==> src/rtl/alu_rr_arbiter.sv <==
// rtl/alu_rr_arbiter.sv - round-robin arbiter sharing one ALU among several requesters
//
// Ports:
//   clk, rst              clock (rising edge); asynchronous active-high reset
//   req_valid[NUM_REQ]    per-requester operation pending
//   req_in0/req_in1       packed operands, slice i belongs to requester i
//   req_sel               packed 2-bit opcodes (00 ADD, 01 SUB, 10 AND, 11 OR)
//   req_ready[NUM_REQ]    one-hot-or-zero grant
//   rsp_valid/rsp_ready   single-entry result register handshake
//   rsp_id                index of the requester that produced the result
//   rsp_out               ALU result
//   rsp_neg/pos/zero      sign classification of rsp_out
module alu_rr_arbiter #(
    parameter int WIDTH   = 16,
    parameter int NUM_REQ = 4,
    localparam int ID_W   = $clog2(NUM_REQ)
) (
    input  logic                     clk,
    input  logic                     rst,
    input  logic [NUM_REQ-1:0]       req_valid,
    input  logic [NUM_REQ*WIDTH-1:0] req_in0,
    input  logic [NUM_REQ*WIDTH-1:0] req_in1,
    input  logic [NUM_REQ*2-1:0]     req_sel,
    output logic [NUM_REQ-1:0]       req_ready,
    output logic                     rsp_valid,
    input  logic                     rsp_ready,
    output logic [ID_W-1:0]          rsp_id,
    output logic [WIDTH-1:0]         rsp_out,
    output logic                     rsp_neg,
    output logic                     rsp_pos,
    output logic                     rsp_zero
);

    typedef enum logic {
        EMPTY = 1'b0,
        FULL  = 1'b1
    } state_t;

    state_t            state, state_next;
    logic [ID_W-1:0]   rr_ptr;
    logic [ID_W-1:0]   grant_id;
    logic              found;
    logic              slot_free;
    logic              accept;

    logic [WIDTH-1:0]  in0_arr [NUM_REQ];
    logic [WIDTH-1:0]  in1_arr [NUM_REQ];
    logic [1:0]        sel_arr [NUM_REQ];

    logic [WIDTH-1:0]  op_a, op_b, alu_res;
    logic [1:0]        op_sel;
    logic              alu_neg, alu_pos, alu_zero;

    // The slot is reusable in the same cycle the consumer drains it,
    // which is what gives back-to-back throughput.
    assign slot_free = (state == EMPTY) || rsp_ready;

    always_comb begin
        for (int k = 0; k < NUM_REQ; k++) begin
            in0_arr[k] = req_in0[k*WIDTH +: WIDTH];
            in1_arr[k] = req_in1[k*WIDTH +: WIDTH];
            sel_arr[k] = req_sel[k*2 +: 2];
        end
    end

    // Search starts at the pointer and wraps; first valid hit wins.
    always_comb begin
        int              idx;
        logic [ID_W-1:0] cand;
        idx       = 0;
        cand      = '0;
        found     = 1'b0;
        grant_id  = '0;
        req_ready = '0;
        for (int k = 0; k < NUM_REQ; k++) begin
            idx = int'(rr_ptr) + k;
            if (idx >= NUM_REQ) begin
                idx = idx - NUM_REQ;
            end
            cand = ID_W'(idx);
            if (slot_free && !found && req_valid[cand]) begin
                found    = 1'b1;
                grant_id = cand;
            end
        end
        if (found) begin
            req_ready[grant_id] = 1'b1;
        end
    end

    assign accept = found;

    assign op_a   = in0_arr[grant_id];
    assign op_b   = in1_arr[grant_id];
    assign op_sel = sel_arr[grant_id];

    always_comb begin
        alu_res = '0;
        case (op_sel)
            2'b00:   alu_res = op_a + op_b;
            2'b01:   alu_res = op_a - op_b;
            2'b10:   alu_res = op_a & op_b;
            default: alu_res = op_a | op_b;
        endcase
    end

    assign alu_zero = (alu_res == '0);
    assign alu_neg  = alu_res[WIDTH-1];
    assign alu_pos  = !alu_res[WIDTH-1] && !alu_zero;

    always_comb begin
        state_next = state;
        if (accept) begin
            state_next = FULL;
        end else if (rsp_ready) begin
            state_next = EMPTY;
        end
    end

    always_ff @(posedge clk or posedge rst) begin
        if (rst) begin
            state <= EMPTY;
        end else begin
            state <= state_next;
        end
    end

    assign rsp_valid = (state == FULL);

    // Data registers load only on accept; after a plain drain they keep
    // stale contents, which is harmless because rsp_valid is low.
    always_ff @(posedge clk or posedge rst) begin
        if (rst) begin
            rr_ptr   <= '0;
            rsp_id   <= '0;
            rsp_out  <= '0;
            rsp_neg  <= 1'b0;
            rsp_pos  <= 1'b0;
            rsp_zero <= 1'b0;
        end else if (accept) begin
            rr_ptr   <= (grant_id == ID_W'(NUM_REQ - 1)) ? '0 : grant_id + 1'b1;
            rsp_id   <= grant_id;
            rsp_out  <= alu_res;
            rsp_neg  <= alu_neg;
            rsp_pos  <= alu_pos;
            rsp_zero <= alu_zero;
        end
    end

endmodule

==> config.mk <==
export PLATFORM = sky130hd
export DESIGN_NAME = alu_rr_arbiter
export DESIGN_NICKNAME = d
export VERILOG_FILES = /design/src/rtl/alu_rr_arbiter.sv
export SDC_FILE = /design/constraint.sdc
export NUM_CORES = 1
export LEC_CHECK = 0
export ABC_AREA = 1
export BUFFER_PORTS_ARGS = -buffer_cell sky130_fd_sc_hd__buf_2
export CAP_MARGIN = 20
export CORE_MARGIN = 1
export CORE_UTILIZATION = 35
export CTS_CLUSTER_DIAMETER = 30
export DETAILED_ROUTE_END_ITERATION = 10
export HOLD_SLACK_MARGIN = 0.05
export PLACE_DENSITY_LB_ADDON = 0.05
export SYNTH_ARGS = -nofsm -noshare
export SYNTH_HDL_FRONTEND = slang
export SYNTH_SLANG_ARGS = --single-unit
==> constraint.sdc <==
create_clock -name clk -period 4.3 [get_ports clk]
set_clock_uncertainty 0.1 [all_clocks]
set_input_delay 0.645 -clock clk [delete_from_list [all_inputs] [get_ports clk]]
set_output_delay 0.645 -clock clk [all_outputs]
set_load 0.1 [all_outputs]
==> flow_summary.toml, run 1 <==
[synthesis]
syn_area_per_cell_um2 = 5.55
seq_area_frac_synth_pct = 12.6
ys_types = 38
synth-seq-cells = 23
synthesis.nets = 987
synth_top_area_share_pct = 24.3
synth_area_um2 = 4560
yosys_warnings = 0
synth_compound_area_share_pct = 7.72
synthAdderAreaFrac_pct = 6.48
yosysTopAreaCell = "nand2_1"
synth_top_family_by_area = "simple AND/OR/NAND/NOR gates"
syn-instance-count = 821
synth_simple_gate_area_share_pct = 57.8
synth_xor_area_share_pct = 2.50
muxShareOfSynthArea_pct = 0
ys_top_cells_by_area = "nand2_1, nand3_1, dfrtp_1"

[routing]
first_pass_iters = 5
ant_nets = 0
routed_via_density = 4.79
vias = 6237
wl_um = 17400
drc = 0
wl_per_cell_um = 13.3
dr.first_iter.drc_count = 338

[critical_path]
cp_max_fo = 6
cp.buffers_inverters = 7
cp-endpoint = "rsp_pos"
path_delay_family = "simple AND/OR/NAND/NOR gates"
r2r_setup_slack_ns = -0.25
max_stage_delay_ns = 0.47
crit_arrival_ns = 4.60
cp_num_cells = 36
startpoint_type = "flop"
reg2reg_depth = 36
required_ns = 4.35
path_class = "reg -> reg"
r2r-end = "rsp_pos"
slowest_stage = "dfrtp_2"
rr_startpoint = "rr_ptr[0]"
cpMostUsedCell = "nand2_2"
crit_start = "rr_ptr[0]"
cp-end-kind = "flop"

[finish]
layout_commonest_cell = "nand2_1"
diodes = 0
ff_latch_area_um2 = 582
fillers = 1277
nets = 1298
layout.cells.most_common_list = "nand2_1, buf_2, nand3_1"
multiInputGateArea_um2 = 4020
area_delta_synth_final_pct = 68.2
fin_util_pct = 60.5
drive_gt1_share_pct = 46.7

[die]
fp.dieArea_um2 = 13500
die_y_um = 116
die_x_um = 116
top_level_ports = 169
placementRows = 41
start_util_pct = 36.0
core_um2 = 12700

[sta]
fmax_mhz = 220
period_minus_slack_ns = 4.55
tightest_slew_ns = 0.856
setup_ws_ns = -0.247
setup_viol = 8
fin_crit_sh_pct = 106
rsz0062_at_grt = "yes"
drv_slew = 0
slew_headroom_pct = 42.9
hold_viol = 0

[global_routing]
track_usage_pct = 26.2
grt_start_max_net_pins = 36
grt_antenna_before_repair = 0
grt_first_pass_wirelength_um = 28000
grt_pass1_vias = 5921
grt-ovfl-total = 0

[placement]
hpwl_um = 13400
gp_congestion = 0.880
place_ws_ns = -0.698
io_buffers = 168

[clock_network]
clk_path_buf_depth = 2
hold_buffers = 0
cts.clk_slew.worst_paths_ns = 0.06
cts_tree = "yes"
cts_made_buffers = 3
worst_skew_pair.late_latency_ns = 0.25
htree_levels = 1
clock-sinks = 23
cts-root-buf = "clkbuf_16"

[status]
violations = "negative setup slack"
outcome = "finished, violations left"

[min_path]
min_path_type = "reg -> reg"

[job]
cap_violations = 0
==> cells by family after synthesis <==
| group | count (synthesis) |
|---|---|
| compound gates | 59 |
| xor+xnor | 13 |
| fa+ha+maj | 23 |
| buf+inv | 117 |
| flops | 23 |
| simple gates | 586 |
==> stage by stage <==
| step | hold slack [ns] | cells | instance area (um2) | setup TNS (ns) |
|---|---|---|---|---|
| after floorplan | 0.518 | 821 | 4640 | -0.236 |
| after global placement | 0.352 | 1247 | 6470 | -5.54 |
| after detailed placement | 0.353 | 1247 | 6470 | -6.35 |
| after CTS | 0.368 | 1294 | 7420 | -0.780 |
| after global routing | 0.388 | 1303 | 7660 | -4.37 |
| final | 0.363 | 1303 | 7660 | -1.04 |
==> metal layers <==
metal,up-vias,wire length (um),track usage [%]
met3,22,577,1.50
met1,2783,8040,33.3
met4,0,368,6.24
li1,3269,-,-
met5,-,0,0
met2,163,8400,48.0
==> synthesized netlist by cell type (all sizes together) <==
cell type	n
a211oi	1
a32oi	1
a31oi	4
or2	6
inv	77
o21ai	28
a21oi	19
clkbuf	5
o21bai	2
a221oi	1
o31ai	1
buf	35
nand3	171
ha	22
nor3	9
fa	1
nor2	72
nand3b	7
xnor2	4
dfrtp	23
nand2	317
xor2	9
a21o	2
nand4	4
==> tightest hold or removal path, cell delays in order, from the launching register on <==
cell	delay [ns]
dfrtp_1	0.33
nand2_1	0.05
nand2_1	0.04
==> cell type report <==
type                       instances  share of cell area [%]
timing repair inverter             1                  0.0980
timing repair buffer             344                    31.9
inverter                          77                    4.16
multi-input combinational        682                    52.4
tap                              172                    2.81
clock buffer                       3                   0.980
sequential                        23                    7.59
clock inverter                     1                  0.0653
==> worst min-delay path by stage <==
stage,startpoint,endpoint,slack (ns),cells after the start
after floorplan,rr_ptr[0],rr_ptr[0],0.52,3
after global placement,rsp_id[0],rsp_id[0],0.35,2
after detailed placement,rsp_id[0],rsp_id[0],0.35,2
after CTS,rsp_id[0],rsp_id[0],0.37,2
after global routing,rsp_id[1],rsp_id[1],0.39,2
final,rsp_id[0],rsp_id[0],0.36,2
==> registers in the layout, summed over array words and instances (netlist names) <==
| register | count |
|---|---|
| rr_ptr | 2 |
| rsp_id | 2 |
| rsp_out | 16 |
| rsp_pos | 1 |
| rsp_valid | 1 |
| rsp_zero | 1 |
==> repair_timing <==
| item | CTS | global route |
|---|---|---|
| pin swaps | 80 | 23 |
| gates cloned | 5 | 0 |
| buffers inserted | 43 | 9 |
| setup endpoints to repair | 13 | 14 |
| resized for setup | 146 | 41 |
Power of run 1 is left out: the tool's default activity adds up to more than one toggle a clock period on the data nets, which glitch-free logic cannot reach.
==> run 2, diff against run 1 <==
PLACE_DENSITY = 0.64   (was unset)
PLACE_DENSITY_LB_ADDON = unset   (was 0.05)
==> run 2 against run 1 <==
Effect of this change:
- the run still ends with negative setup slack left
- register-to-register slack lost 0.09 ns
- critical endpoint unchanged
- count of clock-buffer cells in the layout increased by 1
- sequential share of layout area is essentially flat
==> flow_summary.toml, run 2 (synthesis gave the netlist of run 1 again) <==
[die]
start_util_pct = 36.0
fp.dieArea_um2 = 13500
die_x_um = 116
placementRows = 41
die_y_um = 116
core_um2 = 12700
top_level_ports = 169

[global_routing]
grt_antenna_before_repair = 0
grt_pass1_vias = 5786
track_usage_pct = 25.4
grt_first_pass_wirelength_um = 27300
grt_start_max_net_pins = 35
grt-ovfl-total = 0

[placement]
io_buffers = 168
hpwl_um = 13300
gp_congestion = 1.00

[critical_path]
cp_max_fo = 7
cp-end-kind = "flop"
slowest_stage = "dfrtp_2"
path_delay_family = "simple AND/OR/NAND/NOR gates"
cpMostUsedCell = "nand2_4"
required_ns = 4.35
crit_arrival_ns = 4.69
path_class = "reg -> reg"
max_stage_delay_ns = 0.44
rr_startpoint = "rr_ptr[0]"
crit_start = "rr_ptr[0]"
startpoint_type = "flop"
cp.buffers_inverters = 4

[sta]
holdWs_ns = 0.370
tightest_slew_ns = 0.838
fin_crit_sh_pct = 108
fmax_mhz = 215
slew_headroom_pct = 44.1
setup_ws_ns = -0.341
period_minus_slack_ns = 4.64
hold_viol = 0
rsz0062_at_grt = "yes"
setup_viol = 8
drv_slew = 0

[routing]
drc = 0
routed_via_density = 4.92
vias = 6351
wl_per_cell_um = 13.7
wl_um = 17700
ant_nets = 0
dr.first_iter.drc_count = 444
first_pass_iters = 5

[clock_network]
clk_path_buf_depth = 2
hold_buffers = 0
worst_skew_pair.late_latency_ns = 0.25
cts.clk_slew.worst_paths_ns = 0.06
htree_levels = 1
clock-sinks = 23
cts_made_buffers = 3
cts_tree = "yes"
cts-root-buf = "clkbuf_16"

[finish]
area_delta_synth_final_pct = 67.5
diodes = 0
nets = 1286
regMostFlops = "rsp_out"
drive_gt1_share_pct = 47.6
layout.cells.most_common_list = "nand2_1, buf_2, nand3_1"
reg.largest.list = "rsp_out: 16 flops, rr_ptr: 2 flops, rsp_id: 2 flops"
fillers = 1184
fin_util_pct = 60.3
layout_commonest_cell = "nand2_1"
largest_reg_flops = 16

[min_path]
holdCritStartpoint = "rsp_zero"
min_path_type = "reg -> reg"

[status]
violations = "negative setup slack"
outcome = "finished, violations left"

[job]
cap_violations = 0
-- run 2: cell types whose count changed in the layout (fill, tap and decap cells not counted), sizes merged --
cell,previous run,this run
clkinvlp,1,0
clkinv,1,0
buf,343,332
bufbuf,1,0
clkbuf,3,5
-- run 2: worst paths after layout --
kind | to | depth (start not counted) | slack (ns)
max in group asynchronous | rsp_valid | 2 | 3.04
worst max-delay path | rsp_pos | 34 | -0.34
worst min-delay path | rsp_zero | 2 | 0.37
min in group asynchronous | rsp_valid | 2 | 0.45
worst max register to register | rsp_pos | 34 | -0.34
worst min register to register | rsp_zero | 2 | 0.37
-- run 2: area by class of cell --
| class | instances | area [um2] | area share [%] |
|---|---|---|---|
| multi-input combinational | 682 | 4150 | 54.4 |
| timing repair buffer | 333 | 2290 | 30.0 |
| sequential | 23 | 582 | 7.62 |
| inverter | 77 | 319 | 4.18 |
| tap | 172 | 215 | 2.82 |
| clock buffer | 4 | 78.8 | 1.03 |
-- run 2: layer usage --
| layer | global-route usage, % | routed length [um] | vias up | share of wire [%] |
|---|---|---|---|---|
| met5 | 0 | 0 | - | 0 |
| met3 | 1.87 | 963 | 32 | 5.4 |
| met1 | 33.4 | 7830 | 2845 | 44 |
| li1 | - | - | 3245 | - |
| met2 | 44.3 | 8490 | 229 | 48 |
| met4 | 7.61 | 419 | 0 | 2.4 |
-- run 2: per-stage QoR --
| stage | setup slack, ns | setup TNS [ns] | area, um2 | std cells |
|---|---|---|---|---|
| CTS | -0.188 | -0.618 | 6960 | 1266 |
| finish | -0.341 | -1.61 | 7630 | 1291 |
| global placement | -0.650 | -5.25 | 6360 | 1244 |
| detailed placement | -0.643 | -5.55 | 6360 | 1244 |
| global route | -0.585 | -4.06 | 7630 | 1291 |
| floorplan | -0.162 | -0.236 | 4640 | 821 |
-- run 2: what timing repair did --
item,in CTS,in global routing
resized for setup,94,120
setup buffers,16,25
cloned,2,1
pin swaps,57,120
endpoints found under the setup margin,13,14
-- run 2: tightest hold or removal path: stages, from the launching register on --
cell	delay, ns
dfrtp_1	0.33
nand2_1	0.05
nand2_1	0.05
Power of run 2 is left out for the same reason.
==> run 3, diff against run 2 <==
BUFFER_PORTS_ARGS = -buffer_cell sky130_fd_sc_hd__buf_4   (was -buffer_cell sky130_fd_sc_hd__buf_2)
CORE_UTILIZATION = 47   (was 35)
PLACE_DENSITY = 0.82   (was 0.64)
SKIP_LAST_GASP = 1   (was unset)
==> run 3 against run 2 <==
Effect of this change:
- flip-flop and latch count stayed put
- cell count down 1.2%
- die area shrank 25%
- utilization increased by 27 points
- hold slack improved by 0.045 ns
- critical endpoint is now rsp_zero
- the run still ends with negative setup slack left
- setup slack worse by 1.0 ns
- sequential share of layout area decreased by 0.51 points
- fmax fell by 18%
==> flow_summary.toml, run 3 (synthesis gave the netlist of run 1 again) <==
[status]
violations = "negative setup slack"
outcome = "finished, violations left"

[sta]
setup_viol = 16
tightest_slew_ns = 0.904
fmax_mhz = 177
slew_headroom_pct = 39.7
setup_ws_ns = -1.35
period_minus_slack_ns = 5.65
hold_viol = 0
tns_ns = -13.05
fin_crit_sh_pct = 131
drv_slew = 0
rsz0062_at_grt = "yes"

[critical_path]
path_class = "reg -> reg"
required_ns = 4.43
slowest_stage = "dfrtp_2"
cp-end-kind = "flop"
startpoint_type = "flop"
cp_max_fo = 8
crit_arrival_ns = 5.78
cpMostUsedCell = "nor2_1"
max_stage_delay_ns = 0.48

[global_routing]
grt_pass1_vias = 6946
grt-ovfl-total = 0
grt_first_pass_wirelength_um = 32500
grt_start_max_net_pins = 33
grt_antenna_before_repair = 1
track_usage_pct = 40.4

[finish]
nets = 1314
fillers = 456
layout_commonest_cell = "buf_4"
area_delta_synth_final_pct = 79.6
diodes = 0
reg.largest.list = "rsp_out: 16 flops, rr_ptr: 2 flops, rsp_id: 2 flops"
layout.cells.most_common_list = "buf_4, nand2_1, nand3_1"
regMostFlops = "rsp_out"
largest_reg_flops = 16
drive_gt1_share_pct = 48.7

[routing]
vias = 8302
ant_nets = 0
dr.first_iter.drc_count = 1462
wl_met3_um = 4530
routed_via_density = 6.51
wl_um = 28900
first_pass_iters = 8
wl_met1_um = 8670
wl_per_cell_um = 22.6
drc = 0
topRoutingLayerUsed = "met5"
wl_met2_um = 11900

[die]
start_util_pct = 48.9
die_y_um = 100
fp.dieArea_um2 = 10100
placementRows = 35
die_x_um = 100
core_um2 = 9330
top_level_ports = 169

[clock_network]
htree_levels = 1
clk_path_buf_depth = 2
clock-sinks = 23
cts.clk_slew.worst_paths_ns = 0.10
worst_skew_pair.late_latency_ns = 0.28
hold_buffers = 0
cts_made_buffers = 3
cts-root-buf = "clkbuf_8"
cts_tree = "yes"

[placement]
gp_congestion = 0.925
hpwl_um = 13400
io_buffers = 168

[min_path]
min_path_type = "reg -> reg"

[job]
cap_violations = 0
[run 3: cell types whose count changed in the layout (fill, tap and decap cells not counted), sizes merged]
cell,delta
buf,+26
bufbuf,+1
clkbuf,-1
clkinv,+1
clkinvlp,+1
[run 3: cell type report]
class                      count  area, um2  share of cell area, %
clock buffer                   3       41.3                  0.504
clock inverter                 1       5.00                 0.0611
inverter                      77        317                   3.87
multi-input combinational    682       4150                   50.7
sequential                    23        582                   7.11
tap                          129        161                   1.97
timing repair buffer         360       2920                   35.6
timing repair inverter         1       7.51                 0.0917
[run 3: routing by layer]
layer / GRT usage (%) / vias to the layer above
met5: 0 / -
met4: 26.8 / 2
met3: 6.24 / 447
met2: 69.7 / 1011
met1: 46.4 / 3540
li1: - / 3302
[run 3: stage by stage]
stage	instance area, um2	hold WS [ns]	utilization (%)	worst slack [ns]	std cells
after floorplan	4640	0.518	-	-0.162	821
after global placement	6740	0.357	72.2	-0.614	1206
after detailed placement	6740	0.366	72.2	-0.761	1206
after CTS	7610	0.386	81.6	-0.216	1253
after global routing	8190	0.421	87.8	-1.84	1276
final	8190	0.416	87.8	-1.35	1276
[run 3: what timing repair did]
item / in CTS / in global routing
gates resized for setup: 136 / 92
cloned: 3 / 1
pin swaps: 80 / 62
endpoints found under the setup margin: 13 / 15
buffers inserted: 42 / 23
[run 3: worst max-delay path: cells and delay by family, from the launching register on]
family / cells / cell delay [ns]
flops: 1 / 0.48
fa+ha+maj: 1 / 0.38
compound gates: 1 / 0.20
buf+inv: 8 / 1.06
simple gates: 24 / 3.20
xor+xnor: 1 / 0.14
[run 3: worst paths after layout]
path,start,end,slack (ns),depth (start not counted)
worst max-delay path,rr_ptr[1],rsp_zero,-1.35,35
worst min-delay path,rsp_out[8],rsp_out[8],0.42,2
worst max register to register,rr_ptr[1],rsp_zero,-1.35,35
worst min register to register,rsp_out[8],rsp_out[8],0.42,2
max in group asynchronous,rst,rsp_valid,3.00,2
min in group asynchronous,rst,rr_ptr[0],0.45,2
Power of run 3 is left out for the same reason.
